**src/rtl/timer_ctrl.sv**
```systemverilog
// CPU port-mapped controller that configures, restarts and monitors the 16-bit prescaled timer.
// Define TIMER_CTRL_EXPCNT_EN to include the 8-bit expiry counter register at BASE_ADDR+4.
module timer_ctrl #(
    parameter logic [7:0] BASE_ADDR = 8'h40
) (
    input  logic        clk_in,
    input  logic        rst,
    input  logic [7:0]  i_port_id,
    input  logic        i_write_strobe,
    input  logic        i_read_strobe,
    input  logic [7:0]  i_out_port,
    output logic [7:0]  o_in_port,
    output logic        o_interrupt,
    input  logic        i_interrupt_ack,
    output logic [2:0]  o_prescaler_conf,
    output logic [15:0] o_timer_conf,
    output logic        o_go,
    input  logic        i_tmr_int
);

    typedef enum logic [1:0] {
        IDLE  = 2'd0,
        START = 2'd1,
        RUN   = 2'd2,
        DONE  = 2'd3
    } state_t;

    state_t      r_state;
    state_t      w_nextState;

    logic [7:0]  r_ctrl;
    logic [7:0]  r_loadLo;
    logic [15:0] r_load;
    logic        r_exp;
    logic        r_ovr;
    logic        r_interrupt;
    logic        r_tmrPrev;
    logic        r_go;
    logic [2:0]  r_prescalerConf;
    logic [15:0] r_timerConf;
    logic [7:0]  r_inPort;

    logic [7:0]  w_offset;
    logic        w_wrCtrl;
    logic        w_wrLoadLo;
    logic        w_wrLoadHi;
    logic        w_wrStatus;
    logic        w_tmrEdge;
    logic        w_expiry;
    logic        w_enEff;
    logic        w_running;
    logic [7:0]  w_readData;
    logic        w_unusedRead;

    // Reads have no side effects, so the read qualifier is not needed.
    assign w_unusedRead = i_read_strobe;

    assign w_offset   = i_port_id - BASE_ADDR;
    assign w_wrCtrl   = i_write_strobe && (w_offset == 8'd0);
    assign w_wrLoadLo = i_write_strobe && (w_offset == 8'd1);
    assign w_wrLoadHi = i_write_strobe && (w_offset == 8'd2);
    assign w_wrStatus = i_write_strobe && (w_offset == 8'd3);

    assign w_tmrEdge  = i_tmr_int && !r_tmrPrev;
    assign w_expiry   = (r_state == RUN) && w_tmrEdge;
    assign w_running  = (r_state != IDLE);
    // A CTRL write landing with an expiry must be able to stop a periodic restart.
    assign w_enEff    = w_wrCtrl ? i_out_port[0] : r_ctrl[0];

    always_comb begin
        w_nextState = r_state;
        case (r_state)
            IDLE: begin
                if (r_ctrl[0] && (r_load != 16'd0)) begin
                    w_nextState = START;
                end
            end
            START: w_nextState = RUN;
            RUN: begin
                if (!w_enEff) begin
                    w_nextState = IDLE;
                end else if (w_expiry) begin
                    w_nextState = r_ctrl[1] ? START : DONE;
                end
            end
            DONE:    w_nextState = IDLE;
            default: w_nextState = IDLE;
        endcase
    end

    always_ff @(posedge clk_in) begin
        if (rst) begin
            r_state         <= IDLE;
            r_go            <= 1'b0;
            r_prescalerConf <= 3'd0;
            r_timerConf     <= 16'd0;
            r_tmrPrev       <= 1'b0;
        end else begin
            r_state <= w_nextState;
            r_go    <= (w_nextState == START);
            // Timer configuration only changes on entry to START so it is stable during RUN.
            if (w_nextState == START) begin
                r_prescalerConf <= r_ctrl[6:4];
                r_timerConf     <= r_load;
            end
            r_tmrPrev <= (r_state == START) ? 1'b0 : i_tmr_int;
        end
    end

    always_ff @(posedge clk_in) begin
        if (rst) begin
            r_ctrl      <= 8'd0;
            r_loadLo    <= 8'd0;
            r_load      <= 16'd0;
            r_exp       <= 1'b0;
            r_ovr       <= 1'b0;
            r_interrupt <= 1'b0;
        end else begin
            if (w_wrCtrl) begin
                r_ctrl <= i_out_port & 8'h77;
            end
            if (w_expiry && !r_ctrl[1]) begin
                r_ctrl[0] <= 1'b0;
            end
            if (w_wrLoadLo) begin
                r_loadLo <= i_out_port;
            end
            if (w_wrLoadHi) begin
                r_load <= {i_out_port, r_loadLo};
            end
            // Clears come first so a coincident expiry keeps its flags set.
            if (w_wrStatus && i_out_port[0]) begin
                r_exp <= 1'b0;
            end
            if (w_wrStatus && i_out_port[2]) begin
                r_ovr <= 1'b0;
            end
            if (i_interrupt_ack || (w_wrStatus && i_out_port[0])) begin
                r_interrupt <= 1'b0;
            end
            if (w_expiry) begin
                r_exp <= 1'b1;
                if (r_exp) begin
                    r_ovr <= 1'b1;
                end
                if (r_ctrl[2]) begin
                    r_interrupt <= 1'b1;
                end
            end
        end
    end

`ifdef TIMER_CTRL_EXPCNT_EN
    logic [7:0] r_expCnt;

    always_ff @(posedge clk_in) begin
        if (rst) begin
            r_expCnt <= 8'd0;
        end else if (w_expiry) begin
            r_expCnt <= r_expCnt + 8'd1;
        end
    end
`endif

    always_comb begin
        w_readData = 8'h00;
        case (w_offset)
            8'd0: w_readData = r_ctrl;
            8'd1: w_readData = r_loadLo;
            8'd2: w_readData = r_load[15:8];
            8'd3: w_readData = {5'd0, r_ovr, w_running, r_exp};
`ifdef TIMER_CTRL_EXPCNT_EN
            8'd4: w_readData = r_expCnt;
`endif
            default: w_readData = 8'h00;
        endcase
    end

    always_ff @(posedge clk_in) begin
        if (rst) begin
            r_inPort <= 8'd0;
        end else begin
            r_inPort <= w_readData;
        end
    end

    assign o_in_port        = r_inPort;
    assign o_interrupt      = r_interrupt;
    assign o_prescaler_conf = r_prescalerConf;
    assign o_timer_conf     = r_timerConf;
    assign o_go             = r_go;

endmodule

```
**config.mk**
```make
export PLATFORM = sky130hd
export DESIGN_NAME = timer_ctrl
export DESIGN_NICKNAME = d
export VERILOG_FILES = /design/src/rtl/timer_ctrl.sv
export SDC_FILE = /design/constraint.sdc
export NUM_CORES = 1
export LEC_CHECK = 0
export CAP_MARGIN = 25
export CORE_MARGIN = 8
export CORE_UTILIZATION = 55
export DETAILED_ROUTE_END_ITERATION = 8
export PLACE_DENSITY_LB_ADDON = 0.08
export SLEW_MARGIN = 30
export SYNTH_ARGS = -nofsm -noshare
export SYNTH_HDL_FRONTEND = slang
export SYNTH_SLANG_ARGS = --single-unit
export TNS_END_PERCENT = 100
```
**constraint.sdc**
```tcl
create_clock -name clk_in -period 3.95 [get_ports clk_in]
set_input_delay 0.79 -clock clk_in [delete_from_list [all_inputs] [get_ports clk_in]]
set_output_delay 0.79 -clock clk_in [all_outputs]
set_load 0.02 [all_outputs]
```
# Yosys cells after proc, flatten, opt, wreduce, memory -nomap -nowiden
# Cells that the tools add are included.
# Widths: inputs -> output; s select.
[classes]
n_addsub = 1
multipliers = 0
div = 0
n_lt_le_gt_ge = 0
n_eq_ne = 7
shifts = 0
mux = 15
n_bitwise = 0
n_reduce_logical = 20
[ops]
columns = ["op", "n"]
rows = [
  ["$pmux 8 s4", 1],
  ["$eq 8x2->1 const B", 2],
  ["$reduce_bool 16->1", 1],
  ["$logic_and 1x1->1", 10],
  ["$mux 1", 9],
  ["$eq 8x1->1 const B", 1],
  ["$logic_not 8->1", 1],
  ["$mux 2", 4],
  ["$pmux 2 s4", 1],
  ["$sub 8x7->8 const B", 1],
  ["$eq 2x1->1 const B", 2],
  ["$eq 2x2->1 const B", 2],
  ["$reduce_bool 2->1", 2],
  ["$reduce_or 2->1", 2],
  ["$logic_not 1->1", 2],
  ["$logic_not 2->1", 1],
  ["$logic_or 1x1->1", 1],
]
[totals]
reg_bits = 64
latchBits = 0
mem_bits_rw = 0
rom_bits = 0
in_bits = 22
output_inout_bits = 29
elab_cells = 56
mem_count = 0

# Depth between registers and ports, before layout
# Gate-level depths: netlist of run 1.
[logic_depth]
depth_word = 8
depth_mapped = 7
ltp_nobuf = 5

# Worst setup path after synthesis of run 1
# OpenSTA, ideal clock, no wires.
[synth_path]
path_type = "in2reg"
from = "input port i_port_id[7]"
to = "register r_prescalerConf[0] (netlist: o_prescaler_conf[0])"
setup_time_ns = 0.072
arrival_ns = 2.397
t_required_ns = 3.878
path_slack_ns = 1.481
cell_stages = 7
path_buffers = 2
cell_sequence = "nor4b_4 > nand4_4 > mux2_4 > a211oi_2 > buf_6 > buf_12 > mux2i_1"
[synth_between]
elab_chain_len = 7
[synth_lines]
columns = ["element", "line", "source"]
rows = [
  ["start, declared", "8", "input logic [7:0] i_port_id,"],
  ["$sub 8x7->8", "58", "assign w_offset = i_port_id - BASE_ADDR;"],
  ["$logic_not 8->1", "59", "assign w_wrCtrl = i_write_strobe && (w_offset == 8'd0);"],
  ["$logic_and 1x1->1", "59", ""],
  ["$mux 1", "68", "assign w_enEff = w_wrCtrl ? i_out_port[0] : r_ctrl[0];"],
  ["$mux 2", "80", "if (!w_enEff) begin"],
  ["$pmux 2 s4", "72", "case (r_state)"],
  ["$eq 2x1->1", "102", "if (w_nextState == START) begin"],
  ["end signal, assigned", "103", "r_prescalerConf <= r_ctrl[6:4];"],
  ["end, declared", "39", "logic [2:0] r_prescalerConf;"],
]
# Every way passes these cells.
# A chain may end at the register's enable or synchronous reset.

# Worst setup path in the final report of run 1
[layout_path]
from = "input port i_port_id[7]"
to = "register r_timerConf[2] (netlist: o_timer_conf[2])"
[layout_between]
elab_chain_len = 7
[layout_lines]
columns = ["element", "line", "source"]
rows = [
  ["$sub 8x7->8", "58", ""],
  ["$logic_not 8->1", "59", ""],
  ["$logic_and 1x1->1", "59", ""],
  ["$mux 1", "68", ""],
  ["$mux 2", "80", ""],
  ["$pmux 2 s4", "72", ""],
  ["$eq 2x1->1", "102", ""],
  ["end signal, assigned", "104", "r_timerConf <= r_load;"],
  ["end, declared", "40", "logic [15:0] r_timerConf;"],
]
# Every way passes these cells.

==> results of run 1 <==
logic make-up after synthesis:
| group | after synthesis | synth area share (%) |
|---|---|---|
| multiplexers | 27 | 11.52 |
| flip-flops | 64 | 48.95 |
| AND/OR/NAND/NOR | 147 | 26.72 |
| buffers and inverters | 22 | 4.063 |
| AO/OA/AOI/OAI | 41 | 8.747 |
tightest hold or removal path: stages (launching register included):
cell and delay (ns):
dfxtp_1 0.31, nand2_1 0.05, mux2i_1 0.05
metal layers:
| layer | global-route usage (%) | up-vias | share of wire (%) |
|---|---|---|---|
| li1 | - | 1129 | - |
| met4 | 8.091 | 0 | 1.3 |
| met2 | 26.99 | 55 | 47 |
| met1 | 22.96 | 1059 | 46 |
| met3 | 4.633 | 6 | 6.0 |
| met5 | 0 | - | 0 |
synthesized netlist by cell type (2+ instances only):
| cell type | number | area, µm² |
|---|---|---|
| a21oi_1 | 33 | 165.2 |
| mux2i_1 | 23 | 230.2 |
| nor2b_1 | 5 | 31.28 |
| nor2_1 | 17 | 63.81 |
| and3_2 | 3 | 22.52 |
| nand3_1 | 32 | 160.2 |
| a22oi_1 | 3 | 22.52 |
| nand4_1 | 3 | 18.77 |
| nand2_1 | 73 | 274.0 |
| dfxtp_1 | 64 | 1281 |
| inv_1 | 2 | 7.510 |
| a211oi_1 | 2 | 15.01 |
| mux4_2 | 2 | 45.04 |
| clkbuf_1 | 17 | 63.81 |
| nor4_1 | 5 | 31.28 |
through the flow:
step | total power [mW] | hold slack [ns] | instance area [µm²]
global placement | 0.7196 | 0.4414 | 3144
finish | 1.264 | 0.4547 | 3343
floorplan | 0.6864 | 0.4460 | 2618
detailed placement | 0.7207 | 0.4462 | 3144
global route | 1.307 | 0.4702 | 3343
CTS | 1.274 | 0.4579 | 3343
registers in the layout, indices dropped and copies added (netlist names):
signal            count
r_loadLo              8
o_in_port             8
r_exp                 1
r_ctrl                6
r_ovr                 1
o_timer_conf         16
o_prescaler_conf      3
r_load               16
r_tmrPrev             1
r_state               2
o_go                  1
o_interrupt           1
power groups by stage:
stage          registers (mW)  logic [mW]  clock network, mW
6_report                0.647      0.0599              0.558
5_1_grt                 0.646      0.0647              0.596
4_1_cts                 0.646      0.0596              0.568
3_5_place_dp            0.661      0.0596                  0
3_3_place_gp            0.661      0.0585                  0
2_1_floorplan           0.661      0.0255                  0
cell type report:
class	count	share of cell area, %
Multi-Input combinational cell	215	37.01
Tap cell	54	2.021
Timing Repair Buffer	57	16.47
Sequential cell	64	38.32
Clock buffer	13	4.753
Clock inverter	3	1.198
Inverter	2	0.2246
worst max path at each step:
| stage | depth (start not counted) | startpoint | slack, ns | to |
|---|---|---|---|---|
| 3_3_place_gp | 7 | i_port_id[7] | 0.83 | o_timer_conf[14] |
| 5_1_grt | 7 | i_port_id[7] | 0.97 | o_timer_conf[2] |
| 4_1_cts | 7 | i_port_id[7] | 1.11 | o_timer_conf[5] |
| 6_report | 7 | i_port_id[7] | 1.11 | o_timer_conf[2] |
| 3_5_place_dp | 7 | i_port_id[7] | 0.76 | o_timer_conf[2] |
| 2_1_floorplan | 7 | i_port_id[7] | 1.48 | o_prescaler_conf[0] |
==> flow_summary.yaml, run 1 <==
outcome:
  status: "finished, final reports clean"
sta:
  final_max_slew_viol_count: 0
  fin_crit_sh_pct: 71.86
  setup_viol: 0
  relSlewSlack_pct: 61.22
  setup_slack_ns: 1.112
  fin_tns_setup_ns: 0
  rsz0062_at_grt: "false"
  tightest_slew_ns: 0.5809
  max_freq_ghz: 0.3523
  period_needed_ns: 2.838
  hold_viol_final: 0
  finClkSkew_ns: 0.007048
layout:
  fin_util_pct: 71.73
  antenna_cells: 0
  instances_no_fill: 408
  fin_nets: 371
  multi_input_area_um2: 1237
  layout-drive-gt1-share_pct: 9.887
  layout_common_cells: "nand2_1, dfxtp_1, clkdlybuf4s50_1"
  final_common_cell: "nand2_1"
  nFillCells: 379
  area_growth_pct: 27.72
  regArea_um2: 1281
routing:
  antenna_left: 0
  drc: 0
  vias: 2249
  post_drt_wl_per_cell_um: 15.13
  drt_iter0_drc: 185
  viasPerCell: 5.512
  first_pass_iters: 4
  wl_mm: 6.171
setup_path:
  cp_max_fo: 19
  critPathBufInv: 2
  r2r_slack_ns: 2.02
  arrival_ns: 3.10
  r2r-start: "r_state[0]"
  crit_chain: "clkdlybuf4s50_1 -> nor4b_4 -> nand4_4 -> mux2_4 -> a211oi_4 -> buf_4 -> mux2i_1"
  crit_type: "input port to register"
  path_delay_family: "buffers and inverters"
  max_stage_delay_ns: 0.44
  cp-end-kind: "register"
  critPathLaunchType: "input port"
  cp_slowest_cell: "clkdlybuf4s50_1"
  r2r_end: "o_timer_conf[2]"
  ff2ff_path_depth: 6
  required_ns: 4.21
synthesis:
  ys_seq_area_share_pct: 48.95
  synth_async_sr_flop_share_pct: 0
  ys.flop_type: "dfxtp_1"
  synth_edf_count: 0
  syn-num-nets: 323
  ys_seq_elements: 64
  yosysWarnings: 0
  netlist_instances: 301
  synth_area_um2: 2618
  synth.distinct_cells: 32
  avgSynthCellArea_um2: 8.696
pwr:
  switchingPower_mw: 0.2671
  p_clk_share_pct: 44.1
  ir_drop_mv: 0.2167
  leakage_nw: 1.117
  p_seq_share_pct: 51.1
  comb_power_share_pct: 4.7
  sw_frac_of_total_pct: 21.13
  internal-power_mw: 0.9970
  power.density_nw_per_um2: 378.1
clock_tree:
  hold_buffers: 0
  h-tree-depth: 3
  cts_root_buffer: "clkbuf_8"
  cts_tree: "built"
  clock_latency_ns: 0.33
  post-cts-setup-buffer-count: 0
  clk_pin_slew_ns: 0.07
  clock_path_buffers: 2
  post_cts_resized: 0
  numCtsBuffers: 9
  clock_sinks: 64
global_route:
  grt_pass1_wl_mm: 10.33
  grt_max_degree: 40
  grt_pass1_vias: 2116
  gr-usage-all-layers_pct: 17.78
  antenna_found_initial: 0
  grt_overflow_total: 0
flow_run:
  maxCapViolCount: 0
place:
  placedCellCount: 392
  pre_cts_ws_ns: 0.7579
  port_buffers: 49
  hpwl_mm: 4.405
  gp_congestion: 0.8460
die:
  die_area_um2: 7222
  die_w_um: 84.99
  core_area_um2: 4661
  design.portCount: 51
  fp-row-count: 25
  fp.dieH_um: 84.99
  initial_core_util_pct: 56.16
hold_path:
  min_from: "o_timer_conf[15]"
  worst_hold_path_type: "register to register"
  hold_end: "o_timer_conf[15]"
  whs_path_depth: 2
Power figures use the tool's default switching activity.
==> inputs of run 2 (changes only) <==
--- a/config.mk
+++ b/config.mk
@@ -7,7 +7,7 @@
 export LEC_CHECK = 0
 export CAP_MARGIN = 25
 export CORE_MARGIN = 8
-export CORE_UTILIZATION = 55
+export CORE_UTILIZATION = 46
 export DETAILED_ROUTE_END_ITERATION = 8
 export PLACE_DENSITY_LB_ADDON = 0.08
 export SLEW_MARGIN = 30
==> constraint.sdc (replaced) <==
create_clock -name clk_in -period 2.6 [get_ports clk_in]
set_input_delay 0.52 -clock clk_in [delete_from_list [all_inputs] [get_ports clk_in]]
set_output_delay 0.52 -clock clk_in [all_outputs]
set_load 0.02 [all_outputs]
==> run 2 against run 1 <==
Net effect:
- combinational power rose by 55%
- register-to-register slack lost 1.3 ns
- worst hold slack hardly changed
- sequential power rose by 52%
- first-iteration DRC count shrank 20%
- non-clock buffer count rose by 8
- worst setup slack got worse by 0.77 ns
- sequential cell count unchanged
- critical endpoint is now o_timer_conf[9]
==> flow_summary.yaml, run 2 (synthesis gave the netlist of run 1 again) <==
hold_path:
  worst_hold_path_type: "register to register"
  whs_path_depth: 2
  hold_end: "o_timer_conf[12]"
  min_from: "o_timer_conf[12]"
place:
  gp_congestion: 0.8043
  hpwl_mm: 4.573
  port_buffers: 49
die:
  design.portCount: 51
  die_w_um: 91.44
  fp-row-count: 27
  die_area_um2: 8360
  core_area_um2: 5507
  initial_core_util_pct: 47.53
  fp.dieH_um: 91.44
clock_tree:
  cts_root_buffer: "clkbuf_8"
  clock_path_buffers: 2
  h-tree-depth: 3
  clock_sinks: 64
  numCtsBuffers: 9
  clock_latency_ns: 0.33
  cts_tree: "built"
  hold_buffers: 0
  post-cts-setup-buffer-count: 0
  post_cts_resized: 0
  clk_pin_slew_ns: 0.07
routing:
  first_pass_iters: 4
  post_drt_wl_per_cell_um: 14.32
  antenna_left: 0
  viasPerCell: 5.244
  vias: 2276
  wl_mm: 6.217
  drc: 0
  drt_iter0_drc: 148
layout:
  layout_common_cells: "nand2_1, dfxtp_1, clkdlybuf4s50_1"
  final_common_cell: "nand2_1"
  fin_nets: 379
  fin_util_pct: 62.78
  nFillCells: 467
  antenna_cells: 0
  layout-drive-gt1-share_pct: 11.88
  area_growth_pct: 32.07
global_route:
  grt_pass1_wl_mm: 10.22
  grt_max_degree: 40
  gr-usage-all-layers_pct: 15.05
  grt_pass1_vias: 2113
  grt_overflow_total: 0
  antenna_found_initial: 0
setup_path:
  r2r_end: "o_timer_conf[9]"
  r2r_slack_ns: 0.77
  cp-end-kind: "register"
  cp-startpoint: "i_port_id[7]"
  ff2ff_path_depth: 6
  required_ns: 2.86
  crit_type: "input port to register"
  arrival_ns: 2.51
  cp_max_fo: 19
  critPathLaunchType: "input port"
  r2r-start: "r_state[0]"
outcome:
  status: "finished, final reports clean"
pwr:
  power.density_nw_per_um2: 572.8
  comb_power_share_pct: 4.7
  switchingPower_mw: 0.4093
  sw_frac_of_total_pct: 20.67
  internal-power_mw: 1.571
  totalPowerFinal_mw: 1.980
  leakage_nw: 1.169
  p_clk_share_pct: 45.7
  p_seq_share_pct: 49.6
  ir_drop_mv: 0.4016
sta:
  rsz0062_at_grt: "false"
  tightest_slew_ns: 0.4497
  max_freq_ghz: 0.4437
  setup_viol: 0
  finClkSkew_ns: 0.004452
  relSlewSlack_pct: 69.74
  hold_viol_final: 0
  fin_tns_setup_ns: 0
  period_needed_ns: 2.254
  hold-worst-slack_ns: 0.4551
  final_max_slew_viol_count: 0
  fin_crit_sh_pct: 86.68
flow_run:
  maxCapViolCount: 0
run 2: changes by cell type in the layout (fill, tap and decap cells not counted), sizes merged:
cell    change
clkbuf      +1
buf         +8
clkinv      -1
run 2: layout make-up:
type | instances | area (µm²) | share of cell area, %
clock buffer | 14 | 182.7 | 5.284
clock inverter | 2 | 35.03 | 1.013
inverter | 2 | 7.507 | 0.2172
multi-input combinational | 215 | 1237 | 35.79
sequential | 64 | 1281 | 37.06
tap | 72 | 90.09 | 2.606
timing repair buffer | 65 | 623.1 | 18.02
run 2: routing by layer:
metal	part of all wire (%)	up-vias	wire, µm	GRT usage (%)
met1	49	1056	3025	19.41
li1	-	1156	-	-
met4	1.5	0	96	7.913
met5	0	-	0	0
met2	44	53	2737	22.21
met3	5.7	11	357	4.280
run 2: worst max-delay path by stage:
| stage | end | slack [ns] | depth (start not counted) |
|---|---|---|---|
| final | o_timer_conf[9] | 0.35 | 7 |
| after floorplan | o_prescaler_conf[0] | 0.40 | 7 |
| after global routing | o_timer_conf[9] | 0.25 | 7 |
| after detailed placement | o_timer_conf[9] | 0.007 | 7 |
| after global placement | o_timer_conf[14] | 0.02 | 7 |
| after CTS | o_timer_conf[9] | 0.36 | 7 |
run 2: stage by stage:
stage / instances / setup WS, ns / area, µm²
4_1_cts: 434 / 0.3561 / 3457
3_3_place_gp: 418 / 0.02428 / 3239
3_5_place_dp: 418 / 0.007493 / 3239
2_1_floorplan: 301 / 0.4012 / 2618
6_report: 434 / 0.3464 / 3457
5_1_grt: 434 / 0.2550 / 3457
run 2: power by group through the flow:
stage | Combinational, mW | Sequential, mW | Clock [mW]
after detailed placement | 0.0930 | 1.00 | 0
final | 0.0926 | 0.982 | 0.905
after global routing | 0.101 | 0.982 | 0.966
after global placement | 0.0927 | 1.00 | 0
after floorplan | 0.0388 | 1.00 | 0
after CTS | 0.0933 | 0.982 | 0.921
run 2: critical path, stage by stage:
cell	delay (ns)
clkdlybuf4s50_1	0.44
nor4b_4	0.37
nand4_4	0.14
mux2_4	0.34
a211oi_4	0.28
buf_12	0.21
mux2i_1	0.19
==> inputs of run 3 (changes only) <==
--- a/config.mk
+++ b/config.mk
@@ -5,6 +5,7 @@
 export SDC_FILE = /design/constraint.sdc
 export NUM_CORES = 1
 export LEC_CHECK = 0
+export ABC_CLOCK_PERIOD_IN_PS = 2000
 export CAP_MARGIN = 25
 export CORE_MARGIN = 8
 export CORE_UTILIZATION = 46
@@ -14,4 +15,4 @@
 export SYNTH_ARGS = -nofsm -noshare
 export SYNTH_HDL_FRONTEND = slang
 export SYNTH_SLANG_ARGS = --single-unit
-export TNS_END_PERCENT = 100
+export TNS_END_PERCENT = 30
==> constraint.sdc (replaced) <==
create_clock -name clk_in -period 2 [get_ports clk_in]
set_input_delay 0.4 -clock clk_in [delete_from_list [all_inputs] [get_ports clk_in]]
set_output_delay 0.4 -clock clk_in [all_outputs]
set_load 0.02 [all_outputs]
==> run 3 against run 2 <==
Net effect:
- count of clock-buffer cells in the layout decreased by 1
- clock power grew 23%
- first-iteration DRC count increased by 6.1%
- worst hold slack improved by 0.0029 ns
- worst setup slack got worse by 0.29 ns
- sequential power increased by 30%
- non-clock buffer count is 19 higher
- clock skew up 0.0040 ns
- cell count is 4.4% higher
- combinational power is 35% higher
- sequential share of layout area down 2.2 points
- sequential cell count stayed put
- critical path type unchanged
- highest routed layer unchanged
==> flow_summary.yaml, run 3 (synthesis gave the netlist of run 1 again) <==
outcome:
  status: "finished, final reports clean"
sta:
  finClkSkew_ns: 0.008461
  hold_viol_final: 0
  final_max_slew_viol_count: 0
  period_needed_ns: 1.944
  hold-worst-slack_ns: 0.4580
  relSlewSlack_pct: 71.78
  setup_viol: 0
  max_freq_ghz: 0.5144
  tightest_slew_ns: 0.4225
  fin_crit_sh_pct: 97.21
pwr:
  p_seq_share_pct: 50.9
  comb_power_share_pct: 5.0
  internal-power_mw: 1.975
  leakage_nw: 1.315
  power.density_nw_per_um2: 683.1
  p_clk_share_pct: 44.2
  switchingPower_mw: 0.5358
  ir_drop_mv: 0.4688
  sw_frac_of_total_pct: 21.35
clock_tree:
  clock_latency_ns: 0.33
  h-tree-depth: 3
  clk_pin_slew_ns: 0.07
  cts_tree: "built"
  cts_root_buffer: "clkbuf_8"
  clock_sinks: 64
  numCtsBuffers: 9
  clock_path_buffers: 2
  hold_buffers: 0
global_route:
  antenna_found_initial: 0
  grt_pass1_vias: 2312
  grt_overflow_total: 0
  grt_pass1_wl_mm: 11.45
  grt_max_degree: 37
  gr-usage-all-layers_pct: 16.83
die:
  core_area_um2: 5507
  die_area_um2: 8360
  die_w_um: 91.44
  design.portCount: 51
  initial_core_util_pct: 47.53
  fp.dieH_um: 91.44
  fp-row-count: 27
hold_path:
  min_from: "o_timer_conf[0]"
  hold_end: "o_timer_conf[0]"
  whs_path_depth: 2
  worst_hold_path_type: "register to register"
flow_run:
  maxCapViolCount: 0
setup_path:
  arrival_ns: 2.20
  cp_max_fo: 5
  cp-end-kind: "register"
  crit_type: "input port to register"
  r2r_end: "o_timer_conf[14]"
  r2r_slack_ns: 0.17
  critPathLaunchType: "input port"
  ff2ff_path_depth: 8
  r2r-start: "r_state[0]"
  required_ns: 2.26
layout:
  antenna_cells: 0
  fin_util_pct: 66.73
  layout-drive-gt1-share_pct: 16.80
  final_area_um2: 3675
  layout_common_cells: "nand2_1, dfxtp_1, clkdlybuf4s50_1"
  area_growth_pct: 40.39
  final_common_cell: "nand2_1"
  fin_nets: 398
routing:
  routed.top_layer: "met4"
  antenna_left: 0
  drc: 0
  post_drt_wl_per_cell_um: 15.06
  wl_met2_mm: 3.143
  drt_iter0_drc: 157
  first_pass_iters: 4
  met1Wirelength_mm: 3.242
  viasPerCell: 5.177
  vias: 2345
  wl_met3_um: 367
  wl_mm: 6.824
place:
  placed_area_um2: 3322
  hpwl_mm: 4.831
  port_buffers: 49
  gp_congestion: 0.8375
## run 3: cell types whose count changed in the layout (fill, tap and decap cells not counted), moves of 3 or more
cell / delta
buf_6: +3
buf_4: +12
buf_16: +3
dlymetal6s2s_1: +4
clkdlybuf4s50_1: -8
## run 3: worst max-delay path by stage
stage                                      to  depth (start not counted)          from  slack (ns)
after floorplan           o_prescaler_conf[0]                          7  i_port_id[2]       -0.03
after global routing         o_timer_conf[13]                          9  i_port_id[2]      -0.004
after CTS                    o_timer_conf[13]                          9     i_tmr_int       0.008
after global placement       o_timer_conf[12]                          7  i_port_id[2]       -0.39
final                        o_timer_conf[14]                          9  i_port_id[2]        0.06
after detailed placement     o_timer_conf[11]                          8  i_port_id[2]       -0.44
## run 3: metal layers
layer	up-vias	global-route usage, %
li1	1185	-
met1	1098	21.91
met2	56	25.45
met3	6	4.691
met4	0	6.958
met5	-	0
## run 3: timing repair
item | CTS | global route
pin swaps | 3 | 5
resized for setup | 13 | 7
gates cloned | 3 | 0
endpoints found under the hold margin | 0 | 0
setup buffers | 4 | 1
endpoints found under the setup margin | 19 | 17
## run 3: stage by stage
stage               instances   TNS [ns]  power [mW]  worst slack (ns)
floorplan                 301    -0.3291       1.356          -0.03291
global placement          429     -15.93       1.433           -0.3934
detailed placement        429     -16.60       1.433           -0.4360
CTS                       452          0       2.545          0.008472
global route              453  -0.003522       2.610         -0.003522
finish                    453          0       2.510           0.05584
## run 3: power by group through the flow
stage | Clock, mW | Sequential (mW) | Combinational [mW]
after floorplan | 0 | 1.31 | 0.0504
after global placement | 0 | 1.31 | 0.128
after detailed placement | 0 | 1.31 | 0.128
after CTS | 1.14 | 1.28 | 0.126
after global routing | 1.20 | 1.28 | 0.135
final | 1.11 | 1.28 | 0.125
## run 3: cell type report
type                    count  area, µm²
clock buffers              13      158.9
clock inverters             3      40.04
fillers                   449       1832
inverters                   2      7.507
multi-input cells         215       1244
flip-flops and latches     64       1281
well taps                  72      90.09
repair buffers             84      853.3
## run 3: critical path, cell delays in order
cell and delay (ns):
clkdlybuf4s15_1 0.19, nor4b_4 0.36, nand4_4 0.15, mux2_4 0.34, a211oi_4 0.20, buf_6 0.14
buf_6 0.12, buf_12 0.12, mux2i_1 0.17
